===== src/rtl/unary_run_packer_pkg.sv =====
// Shared codec definitions for the unary run packer and its matching decoder model.
// The insertion mask helper places k bits MSB-first, starting just after `fill` occupied bits.
package unary_run_packer_pkg;

    typedef enum logic [1:0] {
        IDLE  = 2'd0,
        RUN   = 2'd1,
        TERM  = 2'd2,
        FLUSH = 2'd3
    } packer_state_t;

    localparam int DEF_OUT_W = 4;
    localparam int DEF_CNT_W = 8;
    localparam int MASK_W    = 32;

    // Bit positions [w-1-fill] down to [w-fill-k] set; the caller slices to its word width.
    function automatic logic [MASK_W-1:0] fill_mask(input int fill, input int k, input int w);
        logic [MASK_W-1:0] m;
        m = '0;
        for (int i = 0; i < MASK_W; i++) begin
            if ((i < w - fill) && (i >= w - fill - k)) begin
                m[i] = 1'b1;
            end
        end
        return m;
    endfunction

endpackage


===== src/rtl/unary_run_packer_bit_accumulator.sv =====
// MSB-first bit accumulator: appends k copies of a bit plus an optional opposite terminator bit.
// A clear empties the word in the same cycle that new bits are appended behind it.
module bit_accumulator
    import unary_run_packer_pkg::*;
#(
    parameter int OUT_W  = DEF_OUT_W,
    parameter int FILL_W = $clog2(DEF_OUT_W + 1)
) (
    input  logic              clk,
    input  logic              rst_n,
    input  logic              clear,
    input  logic              app_en,
    input  logic              app_bit,
    input  logic [FILL_W-1:0] app_k,
    input  logic              term_en,
    output logic [OUT_W-1:0]  acc,
    output logic [FILL_W-1:0] fill,
    output logic              full
);

    logic [OUT_W-1:0]  base_acc;
    int                base_fill;
    logic [MASK_W-1:0] run_m;
    logic [MASK_W-1:0] term_m;
    logic [OUT_W-1:0]  acc_n;
    int                fill_n;

    assign full = (fill == FILL_W'(OUT_W));

    // Bits beyond `fill` are always zero, so appending is a plain OR of the masks.
    always_comb begin
        base_acc  = clear ? '0 : acc;
        base_fill = clear ? 0 : int'(fill);
        run_m     = fill_mask(base_fill, int'(app_k), OUT_W);
        term_m    = fill_mask(base_fill + int'(app_k), 1, OUT_W);
        acc_n     = base_acc;
        fill_n    = base_fill;
        if (app_en) begin
            if (app_bit) begin
                acc_n = acc_n | run_m[OUT_W-1:0];
            end
            if (term_en && !app_bit) begin
                acc_n = acc_n | term_m[OUT_W-1:0];
            end
            fill_n = base_fill + int'(app_k) + (term_en ? 1 : 0);
        end
    end

    always_ff @(posedge clk or negedge rst_n) begin
        if (!rst_n) begin
            acc  <= '0;
            fill <= '0;
        end else begin
            acc  <= acc_n;
            fill <= FILL_W'(fill_n);
        end
    end

endmodule


===== src/rtl/unary_run_packer.sv =====
// Unary run packer: each symbol (N, L) becomes N copies of L plus a ~L terminator, packed MSB-first.
// Holds the symbol FSM, the remaining-run counter and the output word register.
module unary_run_packer
    import unary_run_packer_pkg::*;
#(
    parameter int OUT_W = DEF_OUT_W,
    parameter int CNT_W = DEF_CNT_W
) (
    input  logic             clk,
    input  logic             rst_n,
    input  logic             in_valid,
    output logic             in_ready,
    input  logic [CNT_W-1:0] in_count,
    input  logic             in_leading_bit,
    input  logic             in_last,
    output logic             out_valid,
    input  logic             out_ready,
    output logic [OUT_W-1:0] out_word,
    output logic             out_last,
    output logic             busy
);

    localparam int FILL_W = $clog2(OUT_W + 1);

    packer_state_t     state, state_n;
    logic [CNT_W-1:0]  rem, rem_n;
    logic              lead_bit;
    logic              last_flag;
    logic              pad_bit;
    logic              accept;

    logic [OUT_W-1:0]  acc;
    logic [FILL_W-1:0] fill;
    logic              full;
    logic              do_xfer;
    logic              app_en;
    logic              app_bit;
    logic [FILL_W-1:0] app_k;
    logic              term_en;
    int                space;
    int                run_k;

    // A full accumulator drains into the output register whenever that register is free.
    assign do_xfer = full && (!out_valid || out_ready);
    assign space   = do_xfer ? OUT_W : (OUT_W - int'(fill));
    assign busy    = (state != IDLE) || (fill != '0) || out_valid;

    bit_accumulator #(
        .OUT_W  (OUT_W),
        .FILL_W (FILL_W)
    ) u_acc (
        .clk     (clk),
        .rst_n   (rst_n),
        .clear   (do_xfer),
        .app_en  (app_en),
        .app_bit (app_bit),
        .app_k   (app_k),
        .term_en (term_en),
        .acc     (acc),
        .fill    (fill),
        .full    (full)
    );

    always_comb begin
        state_n  = state;
        rem_n    = rem;
        accept   = 1'b0;
        app_en   = 1'b0;
        app_bit  = lead_bit;
        app_k    = '0;
        term_en  = 1'b0;
        run_k    = 0;
        in_ready = (state == IDLE) && !full;
        case (state)
            IDLE: begin
                if (in_valid && in_ready) begin
                    accept  = 1'b1;
                    rem_n   = in_count;
                    state_n = RUN;
                end
            end
            RUN: begin
                if (space > 0) begin
                    run_k  = (int'(rem) < space) ? int'(rem) : space;
                    app_en = 1'b1;
                    app_k  = FILL_W'(run_k);
                    rem_n  = rem - CNT_W'(run_k);
                    if (rem_n == '0) begin
                        if (run_k < space) begin
                            term_en = 1'b1;
                            state_n = last_flag ? FLUSH : IDLE;
                        end else begin
                            state_n = TERM;
                        end
                    end
                end
            end
            TERM: begin
                if (space > 0) begin
                    app_en  = 1'b1;
                    term_en = 1'b1;
                    state_n = last_flag ? FLUSH : IDLE;
                end
            end
            FLUSH: begin
                // Pad with the last run bit so the padding can never look like a terminator.
                if (full) begin
                    if (do_xfer) begin
                        state_n = IDLE;
                    end
                end else if (fill != '0) begin
                    app_en  = 1'b1;
                    app_bit = pad_bit;
                    app_k   = FILL_W'(OUT_W) - fill;
                end else begin
                    state_n = IDLE;
                end
            end
            default: state_n = IDLE;
        endcase
    end

    always_ff @(posedge clk or negedge rst_n) begin
        if (!rst_n) begin
            state     <= IDLE;
            rem       <= '0;
            lead_bit  <= 1'b0;
            last_flag <= 1'b0;
            pad_bit   <= 1'b0;
            out_valid <= 1'b0;
            out_word  <= '0;
            out_last  <= 1'b0;
        end else begin
            state <= state_n;
            rem   <= rem_n;
            if (accept) begin
                lead_bit  <= in_leading_bit;
                last_flag <= in_last;
                pad_bit   <= in_leading_bit;
            end
            // The only word transferred while in FLUSH is the final word of the stream.
            if (do_xfer) begin
                out_valid <= 1'b1;
                out_word  <= acc;
                out_last  <= (state == FLUSH);
            end else if (out_ready) begin
                out_valid <= 1'b0;
            end
        end
    end

    a_out_stable : assert property (@(posedge clk) disable iff (!rst_n)
        (out_valid && !out_ready) |=> (out_valid && $stable(out_word) && $stable(out_last)));

endmodule

===== config.mk =====
export PLATFORM = sky130hd
export DESIGN_NAME = unary_run_packer
export DESIGN_NICKNAME = d
export VERILOG_FILES = /design/src/rtl/unary_run_packer_pkg.sv /design/src/rtl/unary_run_packer_bit_accumulator.sv /design/src/rtl/unary_run_packer.sv
export SDC_FILE = /design/constraint.sdc
export NUM_CORES = 1
export LEC_CHECK = 0
export ABC_AREA = 0
export BUFFER_PORTS_ARGS = -buffer_cell sky130_fd_sc_hd__buf_2
export CAP_MARGIN = 0
export CORE_ASPECT_RATIO = 0.75
export CORE_MARGIN = 4
export CORE_UTILIZATION = 55
export CTS_CLUSTER_DIAMETER = 80
export CTS_CLUSTER_SIZE = 12
export DETAILED_ROUTE_END_ITERATION = 10
export PLACE_DENSITY = 0.84
export SYNTH_ARGS = -nofsm -noshare
export SYNTH_HDL_FRONTEND = slang
export SYNTH_SLANG_ARGS = --single-unit

===== constraint.sdc =====
create_clock -name clk -period 5.95 [get_ports clk]
set_clock_uncertainty 0.15 [all_clocks]
set_input_delay 0.8925 -clock clk [delete_from_list [all_inputs] [get_ports clk]]
set_output_delay 0.8925 -clock clk [all_outputs]
set_load 0.01 [all_outputs]

### Yosys cells after proc, flatten, opt, wreduce, memory -nomap -nowiden

Cells that the tools add are included.

| cells by class | value |
|---|---|
| add/subtract/negate cells | 9 |
| magnitude comparators | 19 |
| eq/ne operators | 10 |
| muxes and demuxes | 47 |
| bitwise logic cells | 2 |
| reductions and logical operators | 27 |

Operators with widths:

| kind | count |
|---|---|
| 3-bit by 32-bit greater-or-equal comparator with 1-bit output (first input constant) | 4 |
| 3-bit by 32-bit less-than comparator with 1-bit output (first input constant) | 4 |
| 1-bit by 32-bit greater-or-equal comparator with 1-bit output (first input constant) | 2 |
| 2-bit by 32-bit greater-or-equal comparator with 1-bit output (first input constant) | 2 |
| 1-bit by 32-bit less-than comparator with 1-bit output (first input constant) | 2 |
| 2-bit by 32-bit less-than comparator with 1-bit output (first input constant) | 2 |
| 32-bit two-way mux | 2 |
| 4-bit by 32-bit subtractor with 32-bit output (first input constant) | 2 |
| 32-bit by 1-bit > comparator with 1-bit output (second input constant) | 1 |
| 32-bit less-than comparator | 1 |
| 9-bit by 32-bit less-than comparator with 1-bit output | 1 |
| 32-bit by 2-bit subtractor with 32-bit output (second input constant) | 1 |
| 32-bit by 4-bit subtractor with 32-bit output | 1 |
| 4-bit two-way mux | 5 |
| 1-bit two-way mux | 19 |
| 2-bit two-way mux | 9 |
| 8-bit two-way mux | 2 |
| 8-bit case mux with 2 select lines | 1 |
| 3-bit two-way mux | 5 |
| 1-bit logical AND | 12 |
| 8-bit zero test | 1 |
| 4-bit bitwise OR | 2 |
| 2-bit case mux with 4 select lines | 1 |
| 8-bit subtractor | 1 |
| other kinds (20) | 31 |

| word-level totals | value |
|---|---|
| bits in registers | 25 |
| input bits | 14 |
| output and inout port bits | 8 |
| word-level logic and storage cells | 123 |

### Longest topological paths before layout

Gate-level depths: netlist of run 1.

| depth | value |
|---|---|
| word-level depth | 18 |
| mapped depth | 28 |
| mapped depth without buffers | 27 |

### Modules after synthesis

Synthesis of run 1 repeated with hierarchy kept, for this count alone.

| unflattened totals | value |
|---|---|
| cells, all modules | 347 |
| area total of the unflattened synthesis | 2,887.8 um2 |

By module, submodules not included:

| module | times used | cells an instance | area each (um2) | seq. area each (um2) |
|---|---|---|---|---|
| unary_run_packer | 1 | 226 | 1,930.6 | 450.4 |
| bit_accumulator | 1 | 121 | 957.2 | 175.2 |

### Worst setup path after synthesis of run 1

No wires, ideal clock.

| path | value |
|---|---|
| path kind | input -> register |
| start | input out_ready |
| end | register u_acc.fill[2] |
| setup time | 0.138 ns |
| arrival | 5.566 ns |
| data required time | 5.662 ns |
| path slack | 0.096 ns |
| cell stages on the path | 25 |
| buffers on the path | 1 |
| cells stage by stage | nand2b_1 -> buf_6 -> a221oi_4 -> inv_2 -> ha_1 -> nand2_1 -> o21ai_0 -> nor3_4 -> nand2_4 -> mux2i_1 -> ha_1 -> inv_1 -> fa_1 -> a211oi_1 -> nor3_1 -> o311ai_0 -> a211oi_1 -> a31oi_2 -> nor2_1 -> ha_1 -> ha_1 -> xnor2_1 -> xnor2_1 -> nand2_1 -> o21ai_0 |

RTL lines:

| what | RTL line | text |
|---|---|---|
| from (decl) | unary_run_packer.sv:17 | `input logic out_ready,` |
| to (signal assigned) | unary_run_packer_bit_accumulator.sv:55 | `fill <= FILL_W'(fill_n);` |
| to (decl) | unary_run_packer_bit_accumulator.sv:17 | `output logic [FILL_W-1:0] fill,` |

==> Implementation_results.wiki, run 1 <==
{| class="wikitable"
! Metric !! Value
|-
| Finished Core Util || 65.9%
|-
| Worst setup path endpoint || u_acc.fill[2]$_DFF_PN0_
|-
| Number of placed cells counting well taps || 382
|-
| Iteration-0 DRC count of the detailed router || 316
|-
| Clk sinks || 25
|-
| Result of the run || finished, final reports clean
|-
| Clock buffers created by TritonCTS || 3
|-
| Number of enable flip-flop cells after synthesis || 0
|-
| Mapped Area || 2670 µm²
|-
| Detail Route Antenna Nets || 0
|-
| Share of the synthesized area in the top cell type || 23.5%
|-
| Share of flip-flops with an asynchronous set or reset after synthesis || 100%
|-
| Share of the cycle needed by the critical path after routing || 94.4%
|-
| Buffer levels on the longest clock path || 2
|-
| Final critical delay including setup and external delays || 5620 ps
|-
| Cell Area, Placed || 2880 µm²
|-
| Gp weighted congestion || 0.990
|-
| DR vias || 2,533
|-
| Placeable core region || 4570 µm²
|-
| Synthesized netlist cell count || 298
|-
| Initial antenna violation count || 0
|-
| Total negative slack for setup checks || 0 ps
|-
| Average wire per cell in the routed design || 18.4 µm
|-
| Non-Filler Cell Area, Final || 3010 µm²
|-
| Worst min-delay path category || reg2reg
|-
| Post-detail-place hpwl || 5.46 mm
|-
| Count of port buffers added during placement || 21
|-
| Total Routed Length || 7.15 mm
|-
| Worst Tran Pin Value || 663 ps
|-
| Start point of the critical path || out_ready
|-
| Number of iterations in the first detailed-routing pass || 6
|-
| Nets@finish || 390
|-
| Final cell count without fillers || 389
|-
| Sequential cell area in the final layout || 626 µm²
|-
| Via count of the first global-routing pass || 2,423
|-
| Post-Syn Nets || 355
|-
| Register bit total from synthesis || 25
|-
| Biggest area contributors in the synthesized netlist || sky130_fd_sc_hd__dfrtp_1 (23%), sky130_fd_sc_hd__ha_1 (19%), sky130_fd_sc_hd__nand2_1 (4.6%), sky130_fd_sc_hd__o21ai_0 (4.5%), sky130_fd_sc_hd__mux2_2 (4.2%)
|-
| Top achievable clock speed || 178 MHz
|-
| Root Buffer || sky130_fd_sc_hd__clkbuf_8
|-
| Yosys warnings || 0
|-
| Synthesis-to-finish area growth || 13.1%
|-
| Final routed DRC violation total || 0
|-
| Most common flop cell mapped by yosys || sky130_fd_sc_hd__dfrtp_1
|-
| Setup violations, final || 0
|-
| Fin. Hold Viols || 0
|-
| Worst-path clk slew || 100 ps
|-
| Max-slew violations || 0
|-
| Area leader, netlist || sky130_fd_sc_hd__dfrtp_1
|-
| Area of the multi-input gates || 1940 µm²
|-
| Routed vias/inst || 6.51
|-
| Fill cell count || 368
|-
| Sequential fraction of the synthesis area || 23.5%
|-
| Pin count of the biggest net entering global routing || 26
|-
| Critical path class || in2reg
|-
| Die height || 68.3 µm
|-
| Share of final-layout standard cells stronger than drive strength 1 || 22.6%
|-
| Number of H-tree levels || 1
|-
| Startpoint of the most critical register-to-register path || u_acc.fill[0]$_DFF_PN0_
|-
| Minimum setup slack among reg-to-reg paths || 340 ps
|-
| CTS tree || yes
|-
| Starting utilization of the core area || 58.3%
|-
| Clk_lat worst skew || 280 ps
|-
| Global-route usage over all layers || 24.2%
|-
| Arrival time of the worst setup path || 5670 ps
|-
| Endpoint kind of the worst setup timing path || register
|-
| Ports placed on the boundary || 22
|-
| R2R Path End || u_acc.fill[2]$_DFF_PN0_
|-
| Total Die Area || 6040 µm²
|-
| Max transition margin || 55.8%
|-
| Maximum fanout encountered on the critical timing path || 7
|-
| Standard-cell row count || 21
|-
| Category of the worst setup path launch point || input pin
|-
| Mapped Avg Cell Area || 8.94 µm²
|-
| Distinct cell type count after synthesis || 58
|-
| Max-cap violations || 0
|-
| Overflow after GRT || 0
|-
| WP data required || 6000 ps
|-
| Wire length of the first global-routing pass || 11.4 mm
|-
| Die width || 88.4 µm
|-
| Count of inserted antenna diode cells || 0
|-
| CTS Hold Buffers Added || 0
|-
| Register-to-Register Path Depth || 27
|}
==> layer usage <==
metal  track usage (%)  up-vias  part of all wire (%)
met5                 0        -                     0
met4              4.53        0                   1.5
met3              4.81       18                   9.2
met2              38.4      146                    44
met1              34.4     1207                    45
li1                  -     1162                     -
==> cell usage in the layout, fill, tap and decap left out, types with 3 or more instances in the layout <==
cell | netlist | routed
sky130_fd_sc_hd__inv_1 | 28 | 27
sky130_fd_sc_hd__clkbuf_8 | 1 | 3
sky130_fd_sc_hd__o22ai_1 | 4 | 3
sky130_fd_sc_hd__a21boi_0 | 3 | 3
sky130_fd_sc_hd__nor3b_1 | 4 | 4
sky130_fd_sc_hd__nor3_1 | 6 | 5
sky130_fd_sc_hd__a22oi_1 | 3 | 3
sky130_fd_sc_hd__a21o_1 | 3 | 3
sky130_fd_sc_hd__nand2b_1 | 6 | 5
sky130_fd_sc_hd__buf_4 | 0 | 15
sky130_fd_sc_hd__o211ai_1 | 3 | 3
sky130_fd_sc_hd__dfrtp_1 | 25 | 25
sky130_fd_sc_hd__nand2_1 | 33 | 33
sky130_fd_sc_hd__mux2i_1 | 7 | 6
sky130_fd_sc_hd__nor2_1 | 10 | 9
sky130_fd_sc_hd__mux2_2 | 10 | 10
sky130_fd_sc_hd__a32oi_1 | 5 | 5
sky130_fd_sc_hd__xnor2_1 | 3 | 3
sky130_fd_sc_hd__o21ai_0 | 24 | 24
sky130_fd_sc_hd__ha_1 | 40 | 37
sky130_fd_sc_hd__fa_1 | 3 | 3
sky130_fd_sc_hd__a32o_1 | 3 | 3
sky130_fd_sc_hd__a21oi_1 | 15 | 15
sky130_fd_sc_hd__nor2b_1 | 5 | 5
sky130_fd_sc_hd__buf_2 | 1 | 21
sky130_fd_sc_hd__o21a_1 | 5 | 5
sky130_fd_sc_hd__ha_2 | 0 | 3
sky130_fd_sc_hd__nand3_1 | 6 | 6
==> area by class of cell <==
cell class,instances,area share (%)
inverters,29,3.61
flip-flops and latches,25,20.8
well taps,57,2.37
clock buffers,4,1.50
multi-input cells,238,64.5
repair buffers,36,7.23
==> Yosys cell counts (all sizes together), types with 4 or more instances <==
| cell | instances |
|---|---|
| o21a | 5 |
| a32oi | 5 |
| nor2b | 5 |
| nand3 | 6 |
| nand2b | 6 |
| nor3 | 7 |
| mux2i | 9 |
| nor2 | 10 |
| a22oi | 4 |
| o22ai | 4 |
| ha | 40 |
| inv | 29 |
| nand2 | 34 |
| nor3b | 4 |
| a21oi | 15 |
| o21ai | 24 |
| mux2 | 10 |
| dfrtp | 25 |
==> through the flow <==
stage                     setup slack (ps)  hold WS, ps
after global routing                 -30.7          380
after global placement                 156          331
after floorplan                       96.2          303
after detailed placement              -208          339
after CTS                             56.5          361
final                                  333          360
==> cells by family after synthesis <==
group	Yosys count	share of synthesized area (%)
adders and majority gates	43	21.0
xor gates and xnor gates	4	1.31
muxes	19	7.89
buffers and inverters	35	5.92
AOI/OAI and AO/OA	84	22.3
and+or+nand+nor	88	18.1
DFF	25	23.5
==> registers in the layout, indices dropped and copies added, names as in the netlist <==
name and cells:
u_acc.acc 4, pad_bit 1, rem 8, out_word 4, last_flag 1, state 2
out_last 1, u_acc.fill 3, out_valid 1
==> worst min path at each step <==
stage                                  startpoint                 endpoint  slack (ps)  cells past startpoint
final                     out_word[3]$_DFFE_PN0P_  out_word[3]$_DFFE_PN0P_         360                      1
after global routing         out_last$_DFFE_PN0P_     out_last$_DFFE_PN0P_         380                      1
after CTS                 out_word[3]$_DFFE_PN0P_  out_word[3]$_DFFE_PN0P_         360                      1
after detailed placement  out_word[3]$_DFFE_PN0P_  out_word[3]$_DFFE_PN0P_         340                      1
after global placement    out_word[3]$_DFFE_PN0P_  out_word[3]$_DFFE_PN0P_         330                      1
after floorplan            u_acc.acc[3]$_DFF_PN0_   u_acc.acc[3]$_DFF_PN0_         300                      2
==> critical path, cell delays in order <==
cell and delay, ps:
sky130_fd_sc_hd__buf_2 100, sky130_fd_sc_hd__nand2b_2 230, sky130_fd_sc_hd__a221oi_4 300, sky130_fd_sc_hd__inv_2 130, sky130_fd_sc_hd__ha_1 320, sky130_fd_sc_hd__a21oi_1 140
sky130_fd_sc_hd__o21ai_0 90, sky130_fd_sc_hd__buf_4 170, sky130_fd_sc_hd__nor3_4 250, sky130_fd_sc_hd__nand2_4 120, sky130_fd_sc_hd__mux2i_4 220, sky130_fd_sc_hd__inv_1 120
sky130_fd_sc_hd__ha_1 300, sky130_fd_sc_hd__nor2b_1 140, sky130_fd_sc_hd__o2111a_1 260, sky130_fd_sc_hd__o211a_1 250, sky130_fd_sc_hd__or3_1 380, sky130_fd_sc_hd__o22ai_2 250
sky130_fd_sc_hd__a31oi_2 130, sky130_fd_sc_hd__nor2_1 130, sky130_fd_sc_hd__ha_1 170, sky130_fd_sc_hd__ha_1 160, sky130_fd_sc_hd__xnor2_1 140, sky130_fd_sc_hd__xnor2_1 140
sky130_fd_sc_hd__nand2_1 70, sky130_fd_sc_hd__o21ai_0 90
==> timing repair <==
action / in CTS / in global routing
gates cloned: 0 / 0
hold endpoints to repair: 0 / 0
setup endpoints to repair: 1 / 3
gates resized for setup: 1 / 14
buffers inserted: 0 / 3
pin swaps: 0 / 6
Power of run 1 is not shown: default switching activity piles up to over one toggle a cycle in this logic, so the estimate is an artifact.
==> inputs of run 2 (changes only) <==
--- a/config.mk
+++ b/config.mk
@@ -8,9 +8,11 @@
 export ABC_AREA = 0
 export BUFFER_PORTS_ARGS = -buffer_cell sky130_fd_sc_hd__buf_2
 export CAP_MARGIN = 0
+export CELL_PAD_IN_SITES_DETAIL_PLACEMENT = 0
+export CELL_PAD_IN_SITES_GLOBAL_PLACEMENT = 1
 export CORE_ASPECT_RATIO = 0.75
 export CORE_MARGIN = 4
-export CORE_UTILIZATION = 55
+export CORE_UTILIZATION = 42
 export CTS_CLUSTER_DIAMETER = 80
 export CTS_CLUSTER_SIZE = 12
 export DETAILED_ROUTE_END_ITERATION = 10
==> run 2 against run 1 <==
Final cell count up 6.2%; hold slack worse by 7.5 ps; critical path depth up 1; global-route usage down 6.1 points; wire length down 4.5%; first-iteration DRC count down 59%; sequential cell count unchanged; worst setup slack better by 17 ps; critical path type is now reg2reg.
==> Implementation_results.wiki, run 2 (synthesis results as in run 1) <==
{| class="wikitable"
! Metric !! Value
|-
| Routed met2 length || 2.63 mm (-17%)
|-
| Cell Area, Placed || 2920 µm² (+1.2%)
|-
| Final critical delay including setup and external delays || 5600 ps (-16.6 ps)
|-
| Fill cell count || 564 (+53%)
|-
| Average wire per cell in the routed design || 16.5 µm (-10%)
|-
| Detail Route Antenna Nets || 0 (unchanged)
|-
| Standard-cell row count || 24 (+14%)
|-
| Max-cap violations || 0 (unchanged)
|-
| Start point of the critical path || u_acc.fill[0]$_DFF_PN0_
|-
| Share of the cycle needed by the critical path after routing || 94.1% (-0.28 points)
|-
| Startpoint of the most critical register-to-register path || u_acc.fill[0]$_DFF_PN0_
|-
| Final routed DRC violation total || 0 (unchanged)
|-
| Fin. Hold Viols || 0 (unchanged)
|-
| Starting utilization of the core area || 44.6% (-14 points)
|-
| Count of inserted antenna diode cells || 0 (unchanged)
|-
| Most flop-heavy register || rem
|-
| Count of port buffers added during placement || 21 (unchanged)
|-
| Overflow after GRT || 0 (unchanged)
|-
| CTS tree || yes
|-
| Endpoint kind of the worst setup timing path || register
|-
| Number of H-tree levels || 1 (unchanged)
|-
| Clk sinks || 25 (unchanged)
|-
| Max transition margin || 59.0% (+3.2 points)
|-
| Setup violations, final || 0 (unchanged)
|-
| Total Die Area || 7700 µm² (+28%)
|-
| Biggest regs || rem (8), out_word (4), u_acc.acc (4)
|-
| Crit path max-delay family || adder cells
|-
| Nets@finish || 393 (+0.77%)
|-
| Largest stage delay on the critical path || 650 ps (+270 ps)
|-
| Routed vias/inst || 5.68 (-13%)
|-
| Category of the worst setup path launch point || register
|-
| Wire length of the first global-routing pass || 11.2 mm (-2.1%)
|-
| Die width || 100 µm (+13%)
|-
| Max FFs per register || 8 (unchanged)
|-
| Maximum fanout encountered on the critical timing path || 8 (+1)
|-
| Finished Core Util || 50.9% (-15 points)
|-
| Synthesis-to-finish area growth || 14.2%
|-
| Iteration-0 DRC count of the detailed router || 128 (-59%)
|-
| Initial antenna violation count || 0 (unchanged)
|-
| Count of buffering cells on the critical path with inverters included || 4 (unchanged)
|-
| DR vias || 2,346 (-7.4%)
|-
| Worst min-delay path category || reg2reg
|-
| Met3 layer wire length in the routed design || 554 µm (-15%)
|-
| WP data required || 6000 ps (about the same)
|-
| Gp weighted congestion || 0.924 (-6.6%)
|-
| Max-slew violations || 0 (unchanged)
|-
| Worst Tran Pin Value || 615 ps (-47.7 ps)
|-
| Commonest non-fill, non-tap cell in the layout || sky130_fd_sc_hd__ha_1
|-
| Max layer used || met4
|-
| Placeable core region || 5980 µm² (+31%)
|-
| Number of iterations in the first detailed-routing pass || 4 (-2)
|-
| Non-Filler Cell Area, Final || 3040 µm² (+1.0%)
|-
| Buffer levels on the longest clock path || 2 (unchanged)
|-
| Hold wc startpoint || u_acc.acc[0]$_DFF_PN0_
|-
| Via count of the first global-routing pass || 2,211 (-8.7%)
|-
| Minimum setup slack among reg-to-reg paths || 350 ps (about the same)
|-
| Cell at the slowest stage of the critical path || sky130_fd_sc_hd__or4b_2
|-
| Result of the run || finished, final reports clean
|-
| Top achievable clock speed || 179 MHz (+0.30%)
|-
| Pin count of the biggest net entering global routing || 26 (unchanged)
|-
| Global-route usage over all layers || 18.0% (-6.1 points)
|-
| Post-detail-place hpwl || 5.49 mm (+0.66%)
|-
| Arrival time of the worst setup path || 5650 ps (-20 ps)
|-
| Worst-path clk slew || 100 ps (about the same)
|-
| Most frequent cells in the layout || sky130_fd_sc_hd__ha_1 (37), sky130_fd_sc_hd__nand2_1 (33), sky130_fd_sc_hd__inv_1 (27)
|-
| Die height || 77.0 µm (+13%)
|-
| Total Routed Length || 6.83 mm (-4.5%)
|-
| Clock buffers created by TritonCTS || 3 (unchanged)
|-
| Post-route worst hold slack || 353 ps (-7.48 ps)
|-
| Share of final-layout standard cells stronger than drive strength 1 || 23.3% (+0.69 points)
|-
| Met1 Routed Length || 3.59 mm (+11%)
|-
| Ports placed on the boundary || 22 (unchanged)
|-
| Critical path class || reg2reg
|-
| Clk_lat worst skew || 280 ps (about the same)
|-
| Root Buffer || sky130_fd_sc_hd__clkbuf_8
|-
| Cell occurring most often along the worst timing path || sky130_fd_sc_hd__ha_1
|}
run 2: cell types whose count changed in the layout (fill, tap and decap cells not counted), sizes merged:
cell  previous run  this run
buf             36        39
run 2: metal layers:
layer	GRT usage (%)	vias to the layer above
li1	-	1168
met3	4.35	7
met4	2.56	0
met5	0	-
met1	29.1	1089
met2	24.2	82
run 2: cell type report:
cell class                      instances  area, µm²  share of cell area, %
Clock buffer                            4       45.0                   1.48
Inverter                               29        109                   3.58
Multi-Input combinational cell        238       1930                   63.3
Sequential cell                        25        626                   20.6
Tap cell                               78       97.6                   3.21
Timing Repair Buffer                   39        240                   7.89
run 2: through the flow:
stage | setup WS, ps | std cells | setup TNS [ps]
CTS | 38.5 | 408 | 0
floorplan | 96.2 | 298 | 0
finish | 349 | 413 | 0
global route | -6.05 | 413 | -6.05
global placement | 118 | 404 | 0
detailed placement | -149 | 404 | -185
run 2: path summary, 6_finish.rpt:
kind / endpoint / depth (start not counted)
setup / recovery: u_acc.fill[2]$_DFF_PN0_ / 27
hold / removal: u_acc.acc[0]$_DFF_PN0_ / 2
setup reg to reg: u_acc.fill[2]$_DFF_PN0_ / 27
hold reg to reg: u_acc.acc[0]$_DFF_PN0_ / 2
max in group asynchronous: u_acc.fill[0]$_DFF_PN0_ / 1
min in group asynchronous: out_word[3]$_DFFE_PN0P_ / 1
run 2: timing repair:
action | in CTS | in global routing
setup endpoints to repair | 1 | 3
hold buffers | 0 | 0
buffers inserted | 0 | 5
resized for setup | 1 | 12
pin swaps | 0 | 5
endpoints found under the hold margin | 0 | 0
run 2: worst reg2reg max path, delay by kind of cell (launching register included):
| kind | cells | cell delay [ps] |
|---|---|---|
| compound gates | 7 | 1200 |
| xor+xnor | 2 | 300 |
| fa+ha+maj | 6 | 1510 |
| buf+inv | 4 | 460 |
| flops | 1 | 420 |
| mux | 1 | 320 |
| simple gates | 7 | 1140 |
Power of run 2 is left out for the same reason.
